--- config.mk ---
export PLATFORM = sky130hd
export DESIGN_NAME = disp_scan_ctrl
export DESIGN_NICKNAME = d
export VERILOG_FILES = /design/src/rtl/disp_scan_ctrl.sv
export SDC_FILE = /design/constraint.sdc
export NUM_CORES = 1
export LEC_CHECK = 0
export ABC_CLOCK_PERIOD_IN_PS = 4380
export CAP_MARGIN = 20
export CORE_MARGIN = 2
export CORE_UTILIZATION = 55
export CTS_CLUSTER_DIAMETER = 200
export DETAILED_ROUTE_END_ITERATION = 8
export PLACE_DENSITY_LB_ADDON = 0.08
export SLEW_MARGIN = 25
export SYNTH_ARGS = -nofsm -noshare
export SYNTH_HDL_FRONTEND = slang
export SYNTH_SLANG_ARGS = --single-unit
--- constraint.sdc ---
create_clock -name clk -period 4.38 [get_ports clk]
set_input_delay 0.876 -clock clk [delete_from_list [all_inputs] [get_ports clk]]
set_output_delay 0.876 -clock clk [all_outputs]
set_load 0.1 [all_outputs]
--- src/rtl/disp_scan_ctrl.sv ---
// Six-digit multiplexed seven-segment scan controller with per-slot anti-ghosting
// blank and a frame-synchronous shadow register bank feeding the display.
module disp_scan_ctrl #(
  parameter int DIGIT_CYCLES = 100000,
  parameter int BLANK_CYCLES = 1000
) (
  input  logic       clk,
  input  logic       reset,
  input  logic [5:0] in0,
  input  logic [5:0] in1,
  input  logic [5:0] in2,
  input  logic [5:0] in3,
  input  logic [5:0] in4,
  input  logic [5:0] in5,
  output logic [6:0] sseg,
  output logic       dp,
  output logic [5:0] an,
  output logic       frame_tick,
  output logic [2:0] digit_idx
);

  localparam int MAX_CYCLES = (DIGIT_CYCLES > BLANK_CYCLES) ? DIGIT_CYCLES : BLANK_CYCLES;
  localparam int CNT_W      = (MAX_CYCLES > 1) ? $clog2(MAX_CYCLES) : 1;

  localparam logic [CNT_W-1:0] BLANK_LAST = CNT_W'(BLANK_CYCLES - 1);
  localparam logic [CNT_W-1:0] DIGIT_LAST = CNT_W'(DIGIT_CYCLES - 1);

  typedef enum logic {
    BLANK = 1'b0,
    ON    = 1'b1
  } state_t;

  state_t           state, state_nxt;
  logic [CNT_W-1:0] cnt, cnt_nxt;
  logic [2:0]       idx_nxt;
  logic             load;
  logic [5:0]       in_w     [6];
  logic [5:0]       shadow   [6];
  logic [5:0]       word_nxt;
  logic [5:0]       an_nxt;
  logic [6:0]       sseg_nxt;
  logic             dp_nxt;
  logic             tick_nxt;

  function automatic logic [6:0] decode(input logic [3:0] hex);
    case (hex)
      4'h0:    decode = 7'b1000000;
      4'h1:    decode = 7'b1111001;
      4'h2:    decode = 7'b0100100;
      4'h3:    decode = 7'b0110000;
      4'h4:    decode = 7'b0011001;
      4'h5:    decode = 7'b0010010;
      4'h6:    decode = 7'b0000010;
      4'h7:    decode = 7'b1111000;
      4'h8:    decode = 7'b0000000;
      4'h9:    decode = 7'b0010000;
      4'hA:    decode = 7'b0001000;
      4'hB:    decode = 7'b0000011;
      4'hC:    decode = 7'b1000110;
      4'hD:    decode = 7'b0100001;
      4'hE:    decode = 7'b0000110;
      default: decode = 7'b0001110;
    endcase
  endfunction

  always_comb begin
    in_w[0] = in0;
    in_w[1] = in1;
    in_w[2] = in2;
    in_w[3] = in3;
    in_w[4] = in4;
    in_w[5] = in5;
  end

  // The bank is captured on the final blank cycle of slot 0, so every frame
  // shows one coherent snapshot regardless of when the inputs move.
  assign load = (state == BLANK) && (cnt == BLANK_LAST) && (digit_idx == 3'd0);

  always_comb begin
    // NOTE: every combinational output gets a default first so no path leaves it unassigned (no latch).
    state_nxt = state;
    cnt_nxt   = cnt + CNT_W'(1);
    idx_nxt   = digit_idx;
    case (state)
      BLANK: begin
        if (cnt == BLANK_LAST) begin
          state_nxt = ON;
          cnt_nxt   = '0;
        end
      end
      ON: begin
        if (cnt == DIGIT_LAST) begin
          state_nxt = BLANK;
          cnt_nxt   = '0;
          idx_nxt   = (digit_idx == 3'd5) ? 3'd0 : digit_idx + 3'd1;
        end
      end
      default: begin
        state_nxt = BLANK;
        cnt_nxt   = '0;
        idx_nxt   = 3'd0;
      end
    endcase
  end

  // Outputs are decoded from the next state so they switch on the same edge as
  // the FSM; the freshly loaded word is forwarded into the first slot.
  always_comb begin
    word_nxt = load ? in_w[idx_nxt] : shadow[idx_nxt];
    an_nxt   = 6'b111111;
    sseg_nxt = 7'b1111111;
    dp_nxt   = 1'b1;
    tick_nxt = (state_nxt == BLANK) && (cnt_nxt == BLANK_LAST) && (idx_nxt == 3'd0);
    if ((state_nxt == ON) && word_nxt[5]) begin
      an_nxt   = ~(6'b000001 << idx_nxt);
      sseg_nxt = decode(word_nxt[4:1]);
      dp_nxt   = word_nxt[0];
    end
  end

  always_ff @(posedge clk or posedge reset) begin
    if (reset) begin
      state      <= BLANK;
      cnt        <= '0;
      digit_idx  <= 3'd0;
      an         <= 6'b111111;
      sseg       <= 7'b1111111;
      dp         <= 1'b1;
      frame_tick <= 1'b0;
      // NOTE: the six-entry bank is small flop storage, so clearing it in reset is cheap and keeps the display defined.
      for (int i = 0; i < 6; i++) shadow[i] <= '0;
    end else begin
      // NOTE: non-blocking assignments keep every register updating from pre-edge values.
      state      <= state_nxt;
      cnt        <= cnt_nxt;
      digit_idx  <= idx_nxt;
      an         <= an_nxt;
      sseg       <= sseg_nxt;
      dp         <= dp_nxt;
      frame_tick <= tick_nxt;
      if (load) begin
        for (int i = 0; i < 6; i++) shadow[i] <= in_w[i];
      end
    end
  end

endmodule

==> summary.md <==
| Metric | Value |
|---|---|
| Status | `finished, final reports clean` |
| Count leader, synth | `nand2_1` |
| Row cnt | `31` |
| Synth area leaders | `dfrtp_1 (35%), nand2_1 (12%), dfstp_2 (9.0%), nand3_1 (3.4%), nor2_1 (3.0%)` |
| Critical path class | `reg -> reg` |
| Ratio of cells with drive above 1 in the final layout | `10.90%` |
| Area grow syn2layout | `20.57%` |
| Post-synthesis cell count | `476` |
| Cell Area, Synth | `a little over 4000 um^2` |
| Vias | `3772` |
| # H-tree levels | `3` |
| Count of final hold-check violations | `0` |
| Crit path launch type | `register` |
| Clock tree buffer depth | `2` |
| Violation count after the first detailed-routing iteration | `270` |
| WP data arrival | `~4.2 ns` |
| Worst clock skew | `0.007724 ns` |
| Sequential element share of the synthesized area | `44.37%` |
| Critical Path Fanout Max | `12` |
| Number of nets with antenna violations after routing | `0` |
| CTS tree | `built` |
| Crit path max-delay family | `simple AND/OR/NAND/NOR gates` |
| Clock sinks | `72` |
| Largest net degree at the start of global routing | `42` |
| Full die area | `between 8000 and 9000 um^2` |
| Fin crit period | `3.963 ns` |
| Yosys top cell by area | `dfrtp_1` |
| Setup total negative slack | `0 ns` |
| R2R Setup Slk | `0.42 ns` |
| Maximum Capacitance Violations | `0` |
| Power Dens Cells | `252.5 nW/um^2` |
| RR Startpoint | `cnt[8]` |
| Post-synth EDFFs | `0` |
| Initial antenna violation count | `0` |
| Crit path cell chain | `or4b_4, nor3_2, nand2_1, nand4_1, nand4_1, or3b_1, nand2_1, inv_1, ha_1, nand3_1, a21boi_0, o221ai_1` |
| Async S/R FF share, synth | `100.0%` |
| Number of buffers added on ports | `55` |
| Number of top-level pins | `56` |
| Post-DP HPWL | `7855 um` |
| Levels on crit path | `12` |
| Top cell type's share of synthesized area | `35.40%` |
| # hold bufs at CTS | `0` |
| R2r endpoint | `sseg[5]` |
| Core Area | `7253 um^2` |
| Dpl cell area | `4745 um^2` |
| Fin crit share | `90.48%` |
| Actual slew at the worst max-slew pin | `0.9731 ns` |
| CP endpoint kind | `register` |
| Syn Area/Cell | `8.614 um^2` |
| Post-synth top cells | `nand2_1 (133), dfrtp_1 (58), nor2_1 (33)` |
| First-pass GRT wire length | `between 15000 and 20000 um` |
| Clk_lat worst skew | `0.35 ns` |
| # setup viols final | `0` |
| Reg2Reg Depth | `12` |
| Die W | `90.34 um` |
| Initial core utilization | `about 57%` |
| Hold/Removal Path Class | `reg -> reg` |
| Clock slew at reported path FFs | `0.07 ns` |
| Routed WL | `around 11000 um` |
| Die height | `90.34 um` |
| Overall routing resource usage | `between 20 and 30%` |
| Slowest CP cell | `nor3_2` |
| Unrepaired setup endpoints after global routing | `no` |
| Worst path buffer plus inverter count | `1` |
| Maximum clock rate | `~250 MHz` |
| Post-CTS Setup Inserts | `0` |
| Final net count | `approximately 570` |
| Drt drc | `0` |
| P_leak | `2.064 nW` |
| CP max stage delay | `0.61 ns` |
| Worst setup endpoint | `sseg[5]` |
| CTS root buffer | `clkbuf_8` |
| Cts repair resizes | `0` |
| Synth warn | `0` |
| Vias in the first global route | `3639` |
| Final Wtd Congestion | `0.9435` |
| Worst endpoint required time | `4.62 ns` |
| Total gr overflow | `0` |
| Dominant synthesized flop cell | `dfrtp_1` |
| WL/cell | `approximately 17 um` |
| Critical path launch point | `cnt[8]` |
| Inserted Clock Buffers | `9` |
| Routed vias/inst | `5.978` |
| Rel. slew slack | `34.92%` |
| Final Instance Area | `between 4000 and 5000 um^2` |
| Synth Register Bits | `72` |
| Antenna diodes | `0` |
| Unique cell type count in the Yosys netlist | `67` |
| DR pass1 iterations | `6` |
| Max VDD drop | `0.2038 mV` |
| Slew Limit Fails | `0` |
| Synthesized Nets | `between 500 and 600` |
-- state kept, by name (all words and copies together), names as in the netlist --
name,cells
dp,1
frame_tick,1
an,6
cnt,17
sseg,7
digit_idx,3
shadow,36
state,1
-- placed cells by master, fill, tap and decap left out, types with 5 or more instances in the layout --
cell	n
dfstp_2	14
clkdlybuf4s50_1	54
mux2i_1	8
buf_4	10
clkbuf_8	11
xnor2_1	7
nor2b_1	8
nand3_1	28
xor2_1	8
dfrtp_1	58
a211oi_1	5
ha_1	7
a21oi_1	12
nor4_1	5
o21ai_0	16
a31oi_1	8
nand2_1	133
inv_1	9
and3_1	6
nor2_1	33
nand4_1	9
-- power by group --
group / internal (mW) / switching [mW]
clock network: 0.293 / 0.239
logic: 0.0320 / 0.0193
registers: 0.665 / 0
-- worst register-to-register path: stages, from the launching register on --
cell and delay, ns:
dfrtp_1 0.44, or4b_4 0.58, nor3_2 0.61, nand2_1 0.45, nand4_1 0.21, nand4_1 0.10
or3b_1 0.41, nand2_1 0.21, inv_1 0.10, ha_1 0.23, nand3_1 0.10, a21boi_0 0.25
o221ai_1 0.16
-- cell type report --
cell class / count / area [um^2]
clock buffer: 13 / 158.9
clock inverter: 3 / 40.04
fill: 628 / 2310
inverter: 10 / 37.54
multi-input combinational: 369 / 2128
sequential: 72 / 1819
tap: 99 / 123.9
timing repair buffer: 65 / 635.6
-- worst min path at each step --
stage               start          to  slack, ns  depth (start not counted)
2_1_floorplan  shadow[29]  shadow[29]       0.43                          2
4_1_cts        shadow[29]  shadow[29]       0.47                          2
3_3_place_gp   shadow[29]  shadow[29]       0.44                          2
3_5_place_dp   shadow[29]  shadow[29]       0.45                          2
6_report       shadow[29]  shadow[29]       0.46                          2
5_1_grt        shadow[29]  shadow[29]       0.49                          2
-- cell families after synthesis --
kind of cell	share of synthesized area (%)
compound gates	13.73
buf+inv	3.875
mux	3.326
flops	44.37
xor+xnor	3.204
fa+ha+maj	2.136
simple gates	29.36
-- through the flow --
stage          util, %  std cells  total power, mW  hold slack, ns  setup WS (ns)
6_report         68.16        631            1.248          0.4628         0.4168
5_1_grt          68.16        631            1.295          0.4883         0.1909
4_1_cts          68.16        631            1.263          0.4665         0.5556
3_5_place_dp     65.41        615           0.7299          0.4508         0.5982
3_3_place_gp     65.41        615           0.7294          0.4418         0.7969
2_1_floorplan        -        476           0.6890          0.4309         0.9581
-- metal layers --
layer / vias up / global-route usage [%] / share of wire (%)
li1: 1771 / - / -
met1: 1790 / 37.40 / 42
met2: 166 / 43.86 / 47
met3: 45 / 6.761 / 6.3
met4: 0 / 13.59 / 4.2
met5: - / 0 / 0
Note: power is estimated with default switching activity, not from simulation.
